[src/rtl/io_ctrl.sv]
// Core-side host IO controller: decodes the host opcode/data bus into memory word
// writes/reads over a request/grant port and sequences DAG execution start/reset.
module io_ctrl #(
   parameter int unsigned IN_W   = 32,
   parameter int unsigned OUT_W  = 32,
   parameter int unsigned OP_W   = 3,
   parameter int unsigned ADDR_W = 16,
   parameter int unsigned WORD_W = 128
) (
   input  logic              clk,
   input  logic              rst,
   input  logic [OP_W-1:0]   io_opcode,
   input  logic [IN_W-1:0]   in_data,
   input  logic              enable_execution_io,
   input  logic              reset_execution_io,
   output logic              done_execution_io,
   output logic [OUT_W-1:0]  out_data,
   output logic              mem_req,
   output logic              mem_we,
   output logic [ADDR_W-1:0] mem_addr,
   output logic [WORD_W-1:0] mem_wdata,
   input  logic              mem_gnt,
   input  logic              mem_rvalid,
   input  logic [WORD_W-1:0] mem_rdata,
   output logic              exec_start,
   output logic              exec_reset,
   input  logic              exec_done
);

   localparam int unsigned BEATS_IN  = WORD_W / IN_W;
   localparam int unsigned BEATS_OUT = WORD_W / OUT_W;
   localparam int unsigned WCNT_W    = (BEATS_IN  > 1) ? $clog2(BEATS_IN)  : 1;
   localparam int unsigned RCNT_W    = (BEATS_OUT > 1) ? $clog2(BEATS_OUT) : 1;

   localparam logic [OP_W-1:0] OP_NOP      = OP_W'(0);
   localparam logic [OP_W-1:0] OP_SET_ADDR = OP_W'(1);
   localparam logic [OP_W-1:0] OP_WR_BEAT  = OP_W'(2);
   localparam logic [OP_W-1:0] OP_RD_WORD  = OP_W'(3);
   localparam logic [OP_W-1:0] OP_RD_BEAT  = OP_W'(4);

   typedef enum logic [2:0] {
      S_IDLE    = 3'd0,
      S_WR_REQ  = 3'd1,
      S_RD_REQ  = 3'd2,
      S_RD_WAIT = 3'd3,
      S_EXEC    = 3'd4
   } state_t;

   state_t state_q, state_d;

   // Pad-side input registers
   logic [OP_W-1:0] op_q;
   logic [IN_W-1:0] din_q;
   logic            en_q, en_prev_q, xrst_q;

   logic [ADDR_W-1:0] addr_q, addr_d;
   logic [WCNT_W-1:0] wcnt_q, wcnt_d;
   logic [RCNT_W-1:0] rcnt_q, rcnt_d;
   logic [WORD_W-1:0] wbuf_q, wbuf_d;
   logic [WORD_W-1:0] rbuf_q, rbuf_d;
   logic              done_flag_q, done_flag_d;

   logic [OUT_W-1:0] out_data_d;
   logic             mem_req_d, mem_we_d, exec_start_d, exec_reset_d, done_d;
   logic             en_rise_c;

   assign en_rise_c = en_q & ~en_prev_q;
   assign mem_addr  = addr_q;
   assign mem_wdata = wbuf_q;

   always_ff @(posedge clk or posedge rst) begin
      if (rst) begin
         state_q <= S_IDLE;
      end else begin
         state_q <= state_d;
      end
   end

   always_comb begin
      state_d      = state_q;
      addr_d       = addr_q;
      wcnt_d       = wcnt_q;
      rcnt_d       = rcnt_q;
      wbuf_d       = wbuf_q;
      rbuf_d       = rbuf_q;
      done_flag_d  = done_flag_q;
      out_data_d   = out_data;
      exec_start_d = 1'b0;

      if (xrst_q) begin
         // Execution reset abandons any access; addr and buffers survive
         state_d = S_IDLE;
         wcnt_d  = '0;
         rcnt_d  = '0;
      end else begin
         case (state_q)
            S_IDLE: begin
               if (en_rise_c) begin
                  state_d      = S_EXEC;
                  exec_start_d = 1'b1;
                  done_flag_d  = 1'b0;
               end else begin
                  case (op_q)
                     OP_NOP: ;
                     OP_SET_ADDR: begin
                        addr_d = din_q[ADDR_W-1:0];
                        wcnt_d = '0;
                     end
                     OP_WR_BEAT: begin
                        for (int unsigned i = 0; i < BEATS_IN; i++) begin
                           if (wcnt_q == WCNT_W'(i)) wbuf_d[i*IN_W +: IN_W] = din_q;
                        end
                        if (wcnt_q == WCNT_W'(BEATS_IN - 1)) begin
                           wcnt_d  = '0;
                           state_d = S_WR_REQ;
                        end else begin
                           wcnt_d = wcnt_q + WCNT_W'(1);
                        end
                     end
                     OP_RD_WORD: state_d = S_RD_REQ;
                     OP_RD_BEAT: begin
                        for (int unsigned i = 0; i < BEATS_OUT; i++) begin
                           if (rcnt_q == RCNT_W'(i)) out_data_d = rbuf_q[i*OUT_W +: OUT_W];
                        end
                        if (rcnt_q == RCNT_W'(BEATS_OUT - 1)) rcnt_d = '0;
                        else                                  rcnt_d = rcnt_q + RCNT_W'(1);
                     end
                     default: ;
                  endcase
               end
            end
            S_WR_REQ: begin
               if (mem_gnt) begin
                  addr_d  = addr_q + ADDR_W'(1);
                  wcnt_d  = '0;
                  state_d = S_IDLE;
               end
            end
            S_RD_REQ: begin
               if (mem_gnt) state_d = S_RD_WAIT;
            end
            S_RD_WAIT: begin
               if (mem_rvalid) begin
                  rbuf_d  = mem_rdata;
                  rcnt_d  = '0;
                  addr_d  = addr_q + ADDR_W'(1);
                  state_d = S_IDLE;
               end
            end
            S_EXEC: begin
               if (exec_done) begin
                  done_flag_d = 1'b1;
                  state_d     = S_IDLE;
               end
            end
            default: state_d = S_IDLE;
         endcase
      end

      // Outputs follow the state being entered so they are valid right after the edge
      mem_req_d    = (state_d == S_WR_REQ) || (state_d == S_RD_REQ);
      mem_we_d     = (state_d == S_WR_REQ);
      done_d       = (state_d == S_IDLE);
      exec_reset_d = xrst_q;
   end

   always_ff @(posedge clk or posedge rst) begin
      if (rst) begin
         op_q              <= '0;
         din_q             <= '0;
         en_q              <= 1'b0;
         en_prev_q         <= 1'b0;
         xrst_q            <= 1'b0;
         addr_q            <= '0;
         wcnt_q            <= '0;
         rcnt_q            <= '0;
         wbuf_q            <= '0;
         rbuf_q            <= '0;
         done_flag_q       <= 1'b0;
         out_data          <= '0;
         mem_req           <= 1'b0;
         mem_we            <= 1'b0;
         exec_start        <= 1'b0;
         exec_reset        <= 1'b0;
         done_execution_io <= 1'b1;
      end else begin
         op_q              <= io_opcode;
         din_q             <= in_data;
         en_q              <= enable_execution_io;
         en_prev_q         <= en_q;
         xrst_q            <= reset_execution_io;
         addr_q            <= addr_d;
         wcnt_q            <= wcnt_d;
         rcnt_q            <= rcnt_d;
         wbuf_q            <= wbuf_d;
         rbuf_q            <= rbuf_d;
         done_flag_q       <= done_flag_d;
         out_data          <= out_data_d;
         mem_req           <= mem_req_d;
         mem_we            <= mem_we_d;
         exec_start        <= exec_start_d;
         exec_reset        <= exec_reset_d;
         done_execution_io <= done_d;
      end
   end

endmodule

[config.mk]
export PLATFORM = sky130hd
export DESIGN_NAME = io_ctrl
export DESIGN_NICKNAME = d
export VERILOG_FILES = /design/src/rtl/io_ctrl.sv
export SDC_FILE = /design/constraint.sdc
export NUM_CORES = 1
export LEC_CHECK = 0
export ABC_AREA = 1
export CORE_AREA = 2 2 149 224
export CTS_CLUSTER_SIZE = 12
export DETAILED_ROUTE_END_ITERATION = 8
export DIE_AREA = 0 0 151 226
export GPL_TIMING_DRIVEN = 0
export PLACE_DENSITY = 0.72
export SETUP_SLACK_MARGIN = 0.3
export SYNTH_ARGS = -nofsm -noshare
export SYNTH_HDL_FRONTEND = slang
export SYNTH_SLANG_ARGS = --single-unit
[constraint.sdc]
create_clock -name clk -period 14.3 [get_ports clk]
set_input_delay 2.145 -clock clk [delete_from_list [all_inputs] [get_ports clk]]
set_output_delay 2.145 -clock clk [all_outputs]
set_load 0.01 [all_outputs]
# [After elaboration in Yosys (flattened, before gate mapping)]
# Cells that the tools add are included.
[op_classes] bitwise_logic=4 n_addsub=3 muxes=33 n_eq_ne=25 n_reduce_logical=18
[op_table] op="$mux W32" n=4
[op_table] op="$mux W16" n=4
[op_table] op="$pmux W16 S3" n=1
[op_table] op="$reduce_and A5 Y1" n=5
[op_table] op="$mux W3" n=7
[op_table] op="$mux W2" n=9
[op_table] op="$add A16 B1 Y16 const B" n=1
[op_table] op="$eq A3 B2 Y1 const B" n=5
[op_table] op="$pmux W3 S5" n=1
[op_table] op="$pmux W2 S2" n=3
[op_table] op="$eq A3 B1 Y1 const B" n=3
[op_table] op="$ne A3 B3 Y1 const B" n=3
[op_table] op="$reduce_bool A3 Y1" n=3
[op_table] op="$eq A2 B2 Y1 const B" n=4
[op_table] op="$reduce_and A4 Y1" n=2
[op_table] op="$eq A3 B3 Y1 const B" n=2
[op_table] op="$logic_not A3 Y1" n=2
[op_table] op="$ne A2 B2 Y1 const B" n=3
[op_table] op="$pmux W3 S2" n=1
[op_table] op="$reduce_and A6 Y1" n=1
[op_table] op="$add A2 B1 Y2 const B" n=2
[op_table] op="$eq A2 B1 Y1 const B" n=2
[op_table] op="$logic_not A2 Y1" n=2
[op_table] op="$ne A4 B2 Y1 const B" n=1
[op_table] op="other kinds (8)" n=12
[totals] regBits=354 output_inout_bits=181

# [Longest topological paths before layout]
[depth] ltp_word=8 mapped_depth=11

# [Worst setup path before layout]
# No wires, ideal clock.
[synth_path] path_kind="input to register" from="in mem_rvalid" to="reg rbuf_q[102]" setup_ns=0.077 arrival_time_ns=2.858 stages=5 slack_ns=11.364 cell_sequence="nand3_2 buf_2 clkbuf_1 nor2_1 a21oi_1"
[synth_via] elab_chain_len=1
[synth_rtl] element="start: declaration" line_no="23" text="input logic mem_rvalid,"
[synth_rtl] element="$reduce_and A3 Y1 (no source line)"
[synth_rtl] element="end signal: assignment" line_no="196" text="rbuf_q <= rbuf_d;"
[synth_rtl] element="end: declaration" line_no="60" text="logic [WORD_W-1:0] rbuf_q, rbuf_d;"
# Every way passes these cells.
# A chain may end at the register's enable or synchronous reset.

# [Worst setup path in the final report]
[layout_path] from="reg addr_q[0] (netlist: mem_addr[0])" to="out mem_addr[0]"
[layout_rtl] element="start: declaration" line_no="56" text="logic [ADDR_W-1:0] addr_q, addr_d;"
[layout_rtl] element="start signal: assignment" line_no="192" text="addr_q <= addr_d;"
[layout_rtl] element="end: declaration" line_no="20" text="output logic [ADDR_W-1:0] mem_addr,"
# No word-level cell between the ends.

==> results.ini <==
[run_status]
run_status = finished clean

[setup_path]
arrival_ps = 1660
r2r_cells = 10
max_stage_delay_ps = 640
endpoint_kind = primary output
worstPathMaxFanout = 7
critPathSlowestCell = clkdlybuf4s50_1
path_depth = 1
critPathTopFamily = buffers and inverters
crit_path_start_kind = register
crit_chain = clkdlybuf4s50_1
critical_path_class = reg2out
path_buf_inv = 1
cp.required_ps = 12150

[yosys]
syn_nets = 1701
synth.ff_latch_count = 354
syn_area_per_cell_sq_um = 9.85
ys_seq_area_share_pct = 59.1
yosys_warnings = 0
syn_inst = 1522
synthDistinctLibCells = 35
syn-cell-area_sq_um = 15000

[route]
num_vias = 12009
viasPerCell = 5.12
wl_per_cell_microns = 18.5
routed_wl_microns = 43400
postRouteAntennaNets = 0
firstDrtPassIters = 5
drc_errors = 0
drtIter0Drc = 532

[cells_and_area]
final_common_cell = dfrtp_1
nets = 2092
seqCellArea_sq_um = 8860
fillCellCount = 2728
area_delta_synth_final_pct = 34.7
stdcell_count = 2347
fin_util_pct = 62.7
drive_above_1_share_pct = 12.0
multi_input_area_sq_um = 5160
stdcell_area_sq_um = 20200
mostFrequentLayoutCells = dfrtp_1 (353), clkdlybuf4s50_1 (350), nand2_1 (335), o21ai_0 (202), inv_1 (137)

[power_and_ir_drop]
p_leak_uw = 0.00958
power.total_uw = 2710
powerDensity_nw_per_um2 = 134
ir_drop_uv = 86.3

[global_route]
grt_usage_pct = 25.6
grt_pass1_wl_microns = 67200
grt_max_degree = 129
antenna_found_initial = 4
grt_pass1_vias = 12661
gr-total-overflow = 0

[clock_network]
cts_root_buf = clkbuf_16
cts_resized = 0
cts_hold_buffers = 0
clock_path_buffers = 3
cts_buffers = 37
tritoncts = built
post_cts.repair.setup_buffers = 0
clk_pin_slew_ps = 60
htreeDepth = 2
insertion_delay_ps = 540
cts_sinks = 354

[sta]
setup_viol = 0
drv_slew = 0
skew_ps = 16.8
hold_viol_final = 0
min_period_ps = 3810
timing.fmax_mhz = 263
max_slew_margin_pct = 50.2
rsz0062_at_grt = no
worst-slew-pin-transition_ps = 747
finalCritPeriodShare_pct = 26.6

[placement]
portBuffers = 350
dp_hpwl_microns = 32700
numPlacedInstances = 2289
place_area_sq_um = 19100
gp_congestion = 0.873

[floorplan]
coreArea_sq_um = 32200
die-area_sq_um = 34100
die_y_microns = 226
start_util_pct = 46.5
pin_count = 351
die_w_microns = 151
num_rows = 81

[hold_path]
hold_depth = 0
hold_class = reg2reg

[flow_run]
cap_violations = 0

worst paths after layout:
kind	start	endpoint	slack (ps)
max	mem_addr[0]	mem_addr[0]	10490
min	en_q	en_prev_q	380
max reg2reg	rcnt_q[1]	out_data[0]	12040
min reg2reg	en_q	en_prev_q	380
max in group asynchronous	rst	rbuf_q[0]	10990
min in group asynchronous	rst	op_q[2]	2170
through the flow:
stage	TNS (ps)	worst slack, ps	hold slack (ps)
6_report	0	10490	376
5_1_grt	0	10450	394
4_1_cts	0	10490	377
3_5_place_dp	0	10450	366
3_3_place_gp	-530370	-1540	367
2_1_floorplan	0	2340	354
cells in the mapped netlist:
master,n,area share [%]
nor2_2,2,0.083
o21ai_0,202,6.7
o21ai_1,8,0.27
inv_2,2,0.050
mux2_4,46,4.6
nand4_1,6,0.25
mux2_2,18,1.4
o211ai_1,1,0.050
nor3_4,1,0.11
clkbuf_1,43,1.1
nor2_8,1,0.13
o21bai_1,1,0.050
nor2_4,2,0.15
buf_4,7,0.35
nand2_1,335,8.4
a21oi_2,68,4.0
buf_2,8,0.27
nand3_2,6,0.40
or2_2,1,0.042
a21o_1,1,0.050
inv_1,138,3.5
buf_6,15,1.1
nand2_4,1,0.075
a21oi_1,30,1.0
nand3b_1,1,0.050
dfrtp_1,353,59
ha_1,9,0.75
nor2_1,134,3.4
nor3_1,3,0.10
dfstp_2,1,0.18
and3_1,1,0.042
xor2_1,1,0.058
nand2_2,1,0.042
buf_1,7,0.18
nand3_1,68,2.3
final cells by class:
type | count | area share (%)
clock inverters | 4 | 0.142
repair buffers | 352 | 17.6
diodes | 1 | 0.0124
plain buffers | 80 | 2.22
clock buffers | 53 | 5.39
inverters | 140 | 2.64
multi-input cells | 948 | 25.5
well taps | 415 | 2.57
flip-flops and latches | 354 | 43.9
flip-flops by register name (all words and copies together) (netlist names):
signal             cells
exec_reset             1
mem_wdata            128
state_q                3
mem_we                 1
mem_req                1
exec_reset_d           1
wcnt_q                 2
din_q                 32
en_q                   1
exec_start             1
rbuf_q               128
en_prev_q              1
out_data              32
done_execution_io      1
mem_addr              16
rcnt_q                 2
op_q                   3
kinds of logic (layout without fill, tap and decap cells):
kind of cell,Yosys count,in the layout,synth area share [%]
compound gates,311,311,12.1
fa+ha+maj,9,9,0.751
buf+inv,220,629,6.50
flops,354,354,59.1
xor+xnor,1,1,0.0584
mux,64,64,5.96
other cells,0,1,0
simple gates,563,563,15.5
power by group:
group          internal [uW]  leakage, uW  switching [uW]
Clock                    525     0.000542             383
Sequential              1130      0.00434             107
Combinational            300      0.00470             262
routing by layer:
layer / vias to the layer above / part of all wire, % / routed length (microns) / GRT usage, %
met5: - / 0.053 / 23 / 0
met4: 4 / 3.9 / 1710 / 10.8
met3: 104 / 7.3 / 3180 / 6.77
met2: 396 / 53 / 23200 / 47.7
met1: 5842 / 35 / 15300 / 26.8
li1: 5663 / - / - / -
No activity file was read; power rests on OpenSTA's default activity.
==> variant: new RTL, same settings <==
Change the parameter `ADDR_W` from 16 to 15.
--- a/src/rtl/io_ctrl.sv
+++ b/src/rtl/io_ctrl.sv
@@ -6,3 +6,3 @@
    parameter int unsigned OP_W   = 3,
-   parameter int unsigned ADDR_W = 16,
+   parameter int unsigned ADDR_W = 15,
    parameter int unsigned WORD_W = 128
Ports: changed (resized mem_addr); port bits go from 351 to 350. No check against the original RTL was run, so the function may have changed too.
==> variant against the unedited design <==
First-iteration DRC count is 23% higher; via count is 1.1% lower; power is 2.6% lower; area after synthesis is 3.3% lower; worst setup slack worse by 0.0061 ns; cell area is 2.8% lower; synthesized cell count is 1.6% lower; critical path depth stayed put; clock power is 5.8% lower; sequential cell count is 1 lower; routed wire length is 0.60% lower; register-to-register slack worse by 0.03 ns; die area stayed put; largest power group unchanged; highest routed layer unchanged.
==> variant: results (changes against the unedited design) <==
| Metric | Value |
|---|---|
| Leading post-synthesis cells by instance count | nand2_1, dfrtp_1, o21ai_0 |
| Largest delay share family, worst path | buffers and inverters |
| CTS Buffer Depth | 3 (unchanged) |
| First-pass GRT wire length | 67500 µm (+0.41%) |
| Clock slew at reported path FFs | 0.06 ns (about the same) |
| Internal power | 1900 µW (-2.8%) |
| HPWL after DPL | 32800 µm (+0.20%) |
| Clk Latency, worst-skew pair | 0.53 ns |
| Synth unique cells | 32 (-8.6%) |
| WL met2 | 22300 µm (-3.8%) |
| Post-placement cell count | 2265 (-1.0%) |
| Largest net degree at the start of global routing | 124 (-3.9%) |
| Vias | 11900 (-1.1%) |
| Worst EP arrival | ~1.7 ns |
| Synth warn | 0 (unchanged) |
| Slew headroom | 54.1% (+3.9 points) |
| Share of post-route cells with drive strength above 1 | 8.15% (-3.9 points) |
| GRT Util Overall | 25.7% (+0.040 points) |
| DP Area | 18600 µm² (-2.5%) |
| Top sig layer | met5 |
| Worst hold-check path type | reg2reg |
| DRT Pass-1 Iters | 5 (unchanged) |
| WL/cell | 18.6 µm (+0.60%) |
| Critical-path top delay cell | clkdlybuf4s50_1 |
| Starting DRT DRC Count | 654 (+23%) |
| H-tree level count | 2 (unchanged) |
| Worst Path Max Fanout | 7 (unchanged) |
| GR Util met2 | 46.8% (-0.92 points) |
| Peak supply drop | 0.0971 mV (+12%) |
| Status | finished clean |
| Mapped Nets | 1677 (-1.4%) |
| Root buffer cell | clkbuf_16 |
| Post-synth top flop | dfrtp_1 |
| DRT Wirelength | 43200 µm (-0.60%) |
| GR Layer Usage met3 | 6.22% (-0.55 points) |
| Placer congestion estimate | 0.878 (+0.57%) |
| Post-layout nets | 2067 (-1.2%) |
| Async set-reset flop share out of synthesis | 100% (unchanged) |
| Ranking of synthesized cells by area | dfrtp_1, nand2_1, o21ai_0 |
| Mean Syn Cell Area | 9.68 µm² (-1.7%) |
| Grt met1 use | 28.2% (+1.4 points) |
| Antenna violations before repair | 2 (-2) |
| DR WL met3 | 3480 µm (+9.4%) |
| Sequential area share after synthesis | 60.9% (+1.8 points) |
| CTS resizes | 0 (unchanged) |
| Pre-CTS setup slack | 9.98 ns (-0.468 ns) |
| Met1 wire length | 15600 µm (+1.9%) |
| TritonCTS buffer count | 36 (-2.7%) |
| Post-CTS setup buffers | 0 (unchanged) |
| Clk_skew | 0.0108 ns (-0.00603 ns) |
| Crit path largest cell delay | about 0.63 ns |
| LEAKAGE | 0.00926 µW (-3.4%) |
| PortBufs | 349 (-0.29%) |
==> variant: cell types whose count changed after synthesis, moves of 32 or more <==
cell      unedited run  this run
nor2_1             134        98
nand2_1            335       386
mux2_2              18        58
a21oi_1             30        67
a21oi_2             68         0
mux2_4              46         6
o211ai_1             1        33
nand3_1             68        32
==> variant: power by group through the flow <==
stage | Sequential [µW] | Combinational (µW) | Clock (µW)
CTS | 1240 | 554 | 876
global placement | 1250 | 538 | 0
detailed placement | 1250 | 551 | 0
floorplan | 1270 | 196 | 0
global route | 1250 | 603 | 914
finish | 1240 | 547 | 855
==> variant: cells by family (layout without fill, tap and decap cells) <==
logic type / Yosys count / count (layout) / synth area share, %
adders and majority gates: 9 / 9 / 0.777
xor gates and xnor gates: 2 / 2 / 0.121
buffers and inverters: 213 / 618 / 6.31
muxes: 64 / 64 / 5.13
DFF: 353 / 353 / 60.9
AOI/OAI and AO/OA: 312 / 312 / 11.4
other: 0 / 1 / 0
and+or+nand+nor: 545 / 545 / 15.4
==> variant: area by class of cell <==
cell class | count | area (µm²)
inverter | 136 | 518
tap | 415 | 519
antenna | 1 | 2.50
sequential | 353 | 8830
multi-input combinational | 932 | 4750
fill | 2721 | 12600
timing repair buffer | 352 | 3580
buffer | 77 | 404
clock buffer | 50 | 1000
clock inverter | 3 | 22.5
==> variant: worst paths after layout <==
path | startpoint | to | slack [ns] | cells past startpoint
max in group asynchronous | rst | din_q[13] | 10.63 | 5
min in group asynchronous | rst | din_q[18] | 1.92 | 2
hold reg to reg | en_q | en_prev_q | 0.41 | 0
setup reg to reg | rcnt_q[0] | out_data[15] | 12.01 | 10
hold / removal | en_q | en_prev_q | 0.41 | 0
setup / recovery | mem_addr[8] | mem_addr[8] | 10.49 | 1
